[src/rtl/ds_temp_ctrl.sv]
// DS18B20 acquisition sequencer: drives the byte-level 1-Wire interface through
// reset / Skip ROM / Convert T / wait / reset / Skip ROM / Read Scratchpad / 2 reads.
module ds_temp_ctrl #(
  parameter int unsigned CONV_CYC = 37500000,
  parameter int unsigned CNT_W    = 26
) (
  input  logic        clk,
  input  logic        rst_n,
  input  logic        start,
  output logic        busy,
  output logic [15:0] temp_raw,
  output logic        temp_vld,
  output logic        rst_en,
  output logic        wr_en,
  output logic [7:0]  wdata,
  output logic        rd_en,
  input  logic [7:0]  rdata,
  input  logic        rdata_vld,
  input  logic        rdy
);

  localparam logic [7:0]       CMD_SKIP = 8'hCC;
  localparam logic [7:0]       CMD_CONV = 8'h44;
  localparam logic [7:0]       CMD_RDSP = 8'hBE;
  localparam logic [CNT_W-1:0] CNT_LAST = CNT_W'(CONV_CYC - 1);
  localparam logic [1:0]       AGE_MIN  = 2'd2;

  typedef enum logic [3:0] {
    S_IDLE,
    S_RST1,
    S_SKP1,
    S_CNV,
    S_WAIT,
    S_RST2,
    S_SKP2,
    S_RSP,
    S_RDL,
    S_RDH,
    S_DONE
  } state_t;

  typedef enum logic [1:0] {
    OP_NONE,
    OP_RST,
    OP_WR,
    OP_RD
  } op_t;

  state_t           state, state_nxt;
  logic             issued, issued_nxt;
  logic [1:0]       age, age_nxt;
  logic [CNT_W-1:0] cnt, cnt_nxt;
  logic [7:0]       lsb, lsb_nxt;
  logic [7:0]       msb, msb_nxt;

  logic             busy_nxt;
  logic [15:0]      temp_raw_nxt;
  logic             temp_vld_nxt;
  logic             rst_en_nxt;
  logic             wr_en_nxt;
  logic [7:0]       wdata_nxt;
  logic             rd_en_nxt;

  op_t              op_kind;
  logic [7:0]       op_byte;
  state_t           op_next;
  logic             req_active;
  logic             can_issue;
  logic             op_done;

  // State, bookkeeping and registered outputs
  always_ff @(posedge clk or negedge rst_n) begin
    if (!rst_n) begin
      state    <= S_IDLE;
      issued   <= 1'b0;
      age      <= '0;
      cnt      <= '0;
      lsb      <= '0;
      msb      <= '0;
      busy     <= 1'b0;
      temp_raw <= '0;
      temp_vld <= 1'b0;
      rst_en   <= 1'b0;
      wr_en    <= 1'b0;
      wdata    <= '0;
      rd_en    <= 1'b0;
    end else begin
      state    <= state_nxt;
      issued   <= issued_nxt;
      age      <= age_nxt;
      cnt      <= cnt_nxt;
      lsb      <= lsb_nxt;
      msb      <= msb_nxt;
      busy     <= busy_nxt;
      temp_raw <= temp_raw_nxt;
      temp_vld <= temp_vld_nxt;
      rst_en   <= rst_en_nxt;
      wr_en    <= wr_en_nxt;
      wdata    <= wdata_nxt;
      rd_en    <= rd_en_nxt;
    end
  end

  // Next-state and next-output logic
  always_comb begin
    state_nxt    = state;
    issued_nxt   = issued;
    age_nxt      = (issued && (age != AGE_MIN)) ? age + 2'd1 : age;
    cnt_nxt      = cnt;
    lsb_nxt      = lsb;
    msb_nxt      = msb;
    busy_nxt     = busy;
    temp_raw_nxt = temp_raw;
    temp_vld_nxt = 1'b0;
    rst_en_nxt   = 1'b0;
    wr_en_nxt    = 1'b0;
    wdata_nxt    = wdata;
    rd_en_nxt    = 1'b0;
    op_kind      = OP_NONE;
    op_byte      = 8'h00;
    op_next      = S_IDLE;

    req_active = rst_en | wr_en | rd_en;
    can_issue  = !issued && rdy && !req_active;

    case (state)
      S_IDLE: begin
        // busy is still high here only during the temp_vld cycle; start is dropped then
        if (busy) begin
          busy_nxt = 1'b0;
        end else if (start) begin
          busy_nxt   = 1'b1;
          issued_nxt = 1'b0;
          state_nxt  = S_RST1;
        end
      end
      S_RST1: begin op_kind = OP_RST; op_next = S_SKP1; end
      S_SKP1: begin op_kind = OP_WR;  op_byte = CMD_SKIP; op_next = S_CNV;  end
      S_CNV:  begin op_kind = OP_WR;  op_byte = CMD_CONV; op_next = S_WAIT; end
      S_WAIT: begin
        // Conversion dwell of exactly CONV_CYC cycles
        if (cnt == CNT_LAST) begin
          cnt_nxt   = '0;
          state_nxt = S_RST2;
        end else begin
          cnt_nxt = cnt + CNT_W'(1);
        end
      end
      S_RST2: begin op_kind = OP_RST; op_next = S_SKP2; end
      S_SKP2: begin op_kind = OP_WR;  op_byte = CMD_SKIP; op_next = S_RSP; end
      S_RSP:  begin op_kind = OP_WR;  op_byte = CMD_RDSP; op_next = S_RDL; end
      S_RDL:  begin op_kind = OP_RD;  op_next = S_RDH;  end
      S_RDH:  begin op_kind = OP_RD;  op_next = S_DONE; end
      S_DONE: begin
        temp_raw_nxt = {msb, lsb};
        temp_vld_nxt = 1'b1;
        state_nxt    = S_IDLE;
      end
      default: state_nxt = S_IDLE;
    endcase

    // Reads finish on returned data; resets/writes on rdy, ignoring the first
    // two cycles after the pulse while the interface is still picking it up
    if (op_kind == OP_RD) begin
      op_done = issued && rdata_vld;
    end else begin
      op_done = issued && rdy && (age == AGE_MIN);
    end

    // Shared issue/complete handling for all byte-op states
    if (op_kind != OP_NONE) begin
      if (can_issue) begin
        issued_nxt = 1'b1;
        age_nxt    = 2'd0;
        case (op_kind)
          OP_RST:  rst_en_nxt = 1'b1;
          OP_WR: begin
            wr_en_nxt = 1'b1;
            wdata_nxt = op_byte;
          end
          OP_RD:   rd_en_nxt = 1'b1;
          default: issued_nxt = 1'b0;
        endcase
      end else if (op_done) begin
        issued_nxt = 1'b0;
        state_nxt  = op_next;
        if (state == S_RDL) lsb_nxt = rdata;
        if (state == S_RDH) msb_nxt = rdata;
      end
    end
  end

endmodule

[config.mk]
export PLATFORM = sky130hd
export DESIGN_NAME = ds_temp_ctrl
export DESIGN_NICKNAME = d
export VERILOG_FILES = /design/src/rtl/ds_temp_ctrl.sv
export SDC_FILE = /design/constraint.sdc
export NUM_CORES = 1
export LEC_CHECK = 0
export BUFFER_PORTS_ARGS = -buffer_cell sky130_fd_sc_hd__buf_2
export CELL_PAD_IN_SITES_DETAIL_PLACEMENT = 0
export CELL_PAD_IN_SITES_GLOBAL_PLACEMENT = 2
export CORE_MARGIN = 1
export CORE_UTILIZATION = 43
export CTS_BUF_LIST = sky130_fd_sc_hd__clkbuf_4 sky130_fd_sc_hd__clkbuf_8
export DETAILED_ROUTE_END_ITERATION = 10
export PLACE_DENSITY_LB_ADDON = 0.1
export SLEW_MARGIN = 20
export SYNTH_ARGS = -nofsm -noshare
export SYNTH_HDL_FRONTEND = slang
export SYNTH_SLANG_ARGS = --single-unit
export TNS_END_PERCENT = 30
[constraint.sdc]
create_clock -name clk -period 4.6 [get_ports clk]
set_input_delay 0.23 -clock clk [delete_from_list [all_inputs] [get_ports clk]]
set_output_delay 0.23 -clock clk [all_outputs]
set_load 0.01 [all_outputs]
==> flow_metrics.py <==
metrics = {
    "worst_setup_path": {
        "reg2reg_setup_slack_ns": 2.13,
        "critical_path.slowest_cell": "sky130_fd_sc_hd__or4b_4",
        "path_max_fanout": 13,
        "timing.critical_path.arrival_ns": 2.72,
        "regToRegEndpoint": "cnt[21]$_DFFE_PN0P_",
        "cp-end-kind": "register",
        "critical_path_required_ns": 4.84,
        "timing.critical_path.slowest_cell_delay_ns": 0.66,
        "setup.worst_path.start": "state[1]$_DFF_PN0_",
        "worstReg2RegStart": "state[1]$_DFF_PN0_",
        "timing_worst_setup_path_type": "register to register",
        "worst_setup_path_start_kind": "register",
        "critical-path-top-delay-family": "simple AND/OR/NAND/NOR gates",
        "crit_path_cell_trace": "or4b_4 -> or2_4 -> nor3_1 -> o21ba_2",
        "worst_r2r_path_depth": 4,
        "path_buf_inv": 0,
    },
    "clock_tree": {
        "clock_tree.buffer_depth": 2,
        "cts_post_setup_buffers_inserted": 0,
        "cts_sinks": 74,
        "cts_hold_buf": 0,
        "cts.root.buffer_cell": "sky130_fd_sc_hd__clkbuf_8",
        "cts.repair.resized": 0,
        "cts-htree-levels": 3,
        "worst_setup_hold_path_clk_slew_ns": 0.08,
        "tritoncts": "done",
        "cts-buffers-inserted": 9,
        "clkLatencyLatePin_ns": 0.36,
    },
    "power": {
        "p_comb_frac": 0.179,
        "p_switching_uw": 519.3,
        "switching_share": 0.3160,
        "internal-power_mw": 1.124,
        "max-vdd-ir-drop_v": 0.0002370,
        "clockPowerShare": 0.326,
        "power.leakage_nw": 1.805,
        "power-per-cell-area_mw_per_mm2": 424.6,
        "power.sequential.fraction": 0.496,
    },
    "sta": {
        "max_slew.worst_pin.slew_ns": 1.037,
        "finalCriticalPeriod_ns": 2.471,
        "worst_clock_skew_ns": 0.01718,
        "finalSetupViolCount": 0,
        "max_slew_margin": 0.3029,
        "setup_slack_ns": 2.129,
        "period_share": 0.5373,
        "max_freq_ghz": 0.4046,
        "timing.final.max_slew_violations": 0,
        "grt_setup_unrepaired": "no",
        "timing.setup.tns_ns": 0,
        "timing_hold_violations_final": 0,
    },
    "layout": {
        "layout_common_cells": "sky130_fd_sc_hd__dfrtp_1, sky130_fd_sc_hd__buf_2, sky130_fd_sc_hd__mux2_2",
        "final_cells": 439,
        "final_common_cell": "sky130_fd_sc_hd__dfrtp_1",
        "syn_to_final_growth_pct": 13.55,
        "final_core_util": 0.5034,
        "layout-drive-gt1-share": 0.3145,
        "nNetsFinal": 347,
        "antenna_cells_inserted": 0,
    },
    "drt": {
        "route.antenna.remaining_nets": 0,
        "via_per_inst": 5.396,
        "route.detailed.drc": 0,
        "drtPass1Iterations": 4,
        "routed_wirelength_mm": 6.852,
        "wire_per_inst_um": 15.61,
        "detail_route.iter0.violations": 82,
        "vias": 2369,
    },
    "yosys": {
        "ys_seq_elements": 74,
        "synth_cells": 294,
        "synth-seq-area-share": 0.5433,
        "synthFlopType": "sky130_fd_sc_hd__dfrtp_1",
        "mapped_cell_area_mm2": 0.003408,
        "synth.net_count": 309,
        "mean_syn_cell_area_um2": 11.59,
        "synth_async_sr_flop_share": 1.000,
        "synth-warning-count": 0,
        "post_synthesis_cell_type_count": 52,
        "number_of_enable_type_register_cells_in_the_synthesized_netlist": 0,
    },
    "floorplanning": {
        "fp.dieH_um": 91.03,
        "die-area_mm2": 0.008286,
        "io_pins": 42,
        "core-area_mm2": 0.007687,
        "die_x_um": 91.03,
        "initial_cell_density_of_the_core": 0.4434,
        "floorplan.rows": 32,
    },
    "global_route": {
        "antenna_found_initial": 0,
        "grt_start_max_net_pins": 75,
        "grt_pass1_vias": 2366,
        "wire_length_of_the_first_global_routing_pass_mm": 11.78,
        "overflow": 0,
        "groute.usage.overall": 0.1828,
    },
    "placed_design": {
        "io_buffers": 40,
        "dp_hpwl_mm": 4.618,
        "gp_congestion": 0.7635,
        "numPlacedInstances": 423,
        "pre_cts_setup_slack_ns": 2.111,
    },
    "run": {
        "cap_viol_max_count": 0,
    },
    "min_path": {
        "holdCritPathClass": "primary input to asynchronous set/reset pin",
    },
    "run_status": {
        "outcome": "complete, no violations",
    },
}
## power groups by stage
stage          sequential [mW]  clock [mW]  combinational, mW
4_1_cts                  0.814       0.555              0.299
3_3_place_gp             0.823           0              0.299
2_1_floorplan            0.795           0              0.245
3_5_place_dp             0.825           0              0.299
6_report                 0.814       0.535              0.294
5_1_grt                  0.831       0.576              0.330
## Yosys cell counts (2+ instances only)
cell,n,area (µm²)
sky130_fd_sc_hd__dfrtp_1,74,1852
sky130_fd_sc_hd__mux2_2,32,360.4
sky130_fd_sc_hd__nand2_1,19,71.32
sky130_fd_sc_hd__nand3_1,13,65.06
sky130_fd_sc_hd__o21ai_0,12,60.06
sky130_fd_sc_hd__nand4_1,10,62.56
sky130_fd_sc_hd__nor2_1,10,37.54
sky130_fd_sc_hd__a21oi_1,9,45.04
sky130_fd_sc_hd__xnor2_1,9,78.83
sky130_fd_sc_hd__inv_1,8,30.03
sky130_fd_sc_hd__nor3_1,8,40.04
sky130_fd_sc_hd__clkbuf_1,7,26.28
sky130_fd_sc_hd__or2_2,6,37.54
sky130_fd_sc_hd__xor2_1,5,43.79
sky130_fd_sc_hd__a31oi_1,4,25.02
sky130_fd_sc_hd__and4_1,4,35.03
sky130_fd_sc_hd__buf_4,4,30.03
sky130_fd_sc_hd__nand2b_1,4,25.02
sky130_fd_sc_hd__nor4_2,4,50.05
sky130_fd_sc_hd__o31ai_1,4,30.03
sky130_fd_sc_hd__nor4_1,3,18.77
sky130_fd_sc_hd__o21a_1,3,22.52
sky130_fd_sc_hd__or3_1,3,18.77
sky130_fd_sc_hd__and2_1,2,12.51
sky130_fd_sc_hd__and3_1,2,12.51
sky130_fd_sc_hd__buf_6,2,22.52
sky130_fd_sc_hd__ha_1,2,25.02
sky130_fd_sc_hd__mux2i_1,2,20.02
sky130_fd_sc_hd__nor3b_1,2,15.01
sky130_fd_sc_hd__nor4b_1,2,17.52
sky130_fd_sc_hd__o21bai_1,2,15.01
sky130_fd_sc_hd__o31a_1,2,17.52
sky130_fd_sc_hd__or4_1,2,15.01
## worst max-delay path by stage
stage	endpoint	slack, ns	depth (start not counted)
floorplan	cnt[21]$_DFFE_PN0P_	2.57	5
global placement	cnt[21]$_DFFE_PN0P_	2.20	4
detailed placement	cnt[21]$_DFFE_PN0P_	2.11	4
CTS	cnt[21]$_DFFE_PN0P_	2.07	4
global route	cnt[21]$_DFFE_PN0P_	1.99	4
finish	cnt[21]$_DFFE_PN0P_	2.13	4
## cells by family (layout without fill, tap and decap cells)
logic type | Yosys count | in the layout | synth area share
simple gates | 103 | 103 | 0.1836
other cells | 1 | 1 | 0.001100
mux | 34 | 34 | 0.1116
xor+xnor | 14 | 14 | 0.03598
fa+ha+maj | 2 | 2 | 0.007341
buf+inv | 22 | 65 | 0.03341
flops | 74 | 74 | 0.5433
compound gates | 44 | 44 | 0.08370
## flip-flops by register name, indices dropped and copies added, names as in the netlist
| register | count |
|---|---|
| cnt | 26 |
| temp_raw | 16 |
| lsb | 8 |
| msb | 8 |
| state | 4 |
| wdata | 4 |
| age | 2 |
| busy | 1 |
| issued | 1 |
| rd_en | 1 |
| rst_en | 1 |
| temp_vld | 1 |
| wr_en | 1 |
## through the flow
stage	hold slack [ns]	power (mW)	area [µm²]
2_1_floorplan	-0.06559	1.040	3408
3_3_place_gp	0.4296	1.122	3662
3_5_place_dp	0.4452	1.125	3662
4_1_cts	0.05375	1.668	3870
5_1_grt	0.1084	1.737	3870
6_report	0.01316	1.643	3870
## final cells by class
cell class,count,area (µm²)
Clock buffer,9,123.9
Clock inverter,7,83.83
Fill cell,719,3817
Inverter,8,30.03
Multi-Input combinational cell,198,1443
Sequential cell,74,1852
Tap cell,102,127.6
Timing Repair Buffer,41,210.2
## metal layers
layer  wire, µm  global-route usage  vias up
li1           -                   -     1144
met1       3225              0.2376     1174
met2       3227              0.2879       38
met3        245             0.03853       13
met4        153             0.09524        0
met5          0                   0        -
No activity file was read; power rests on OpenSTA's default activity.
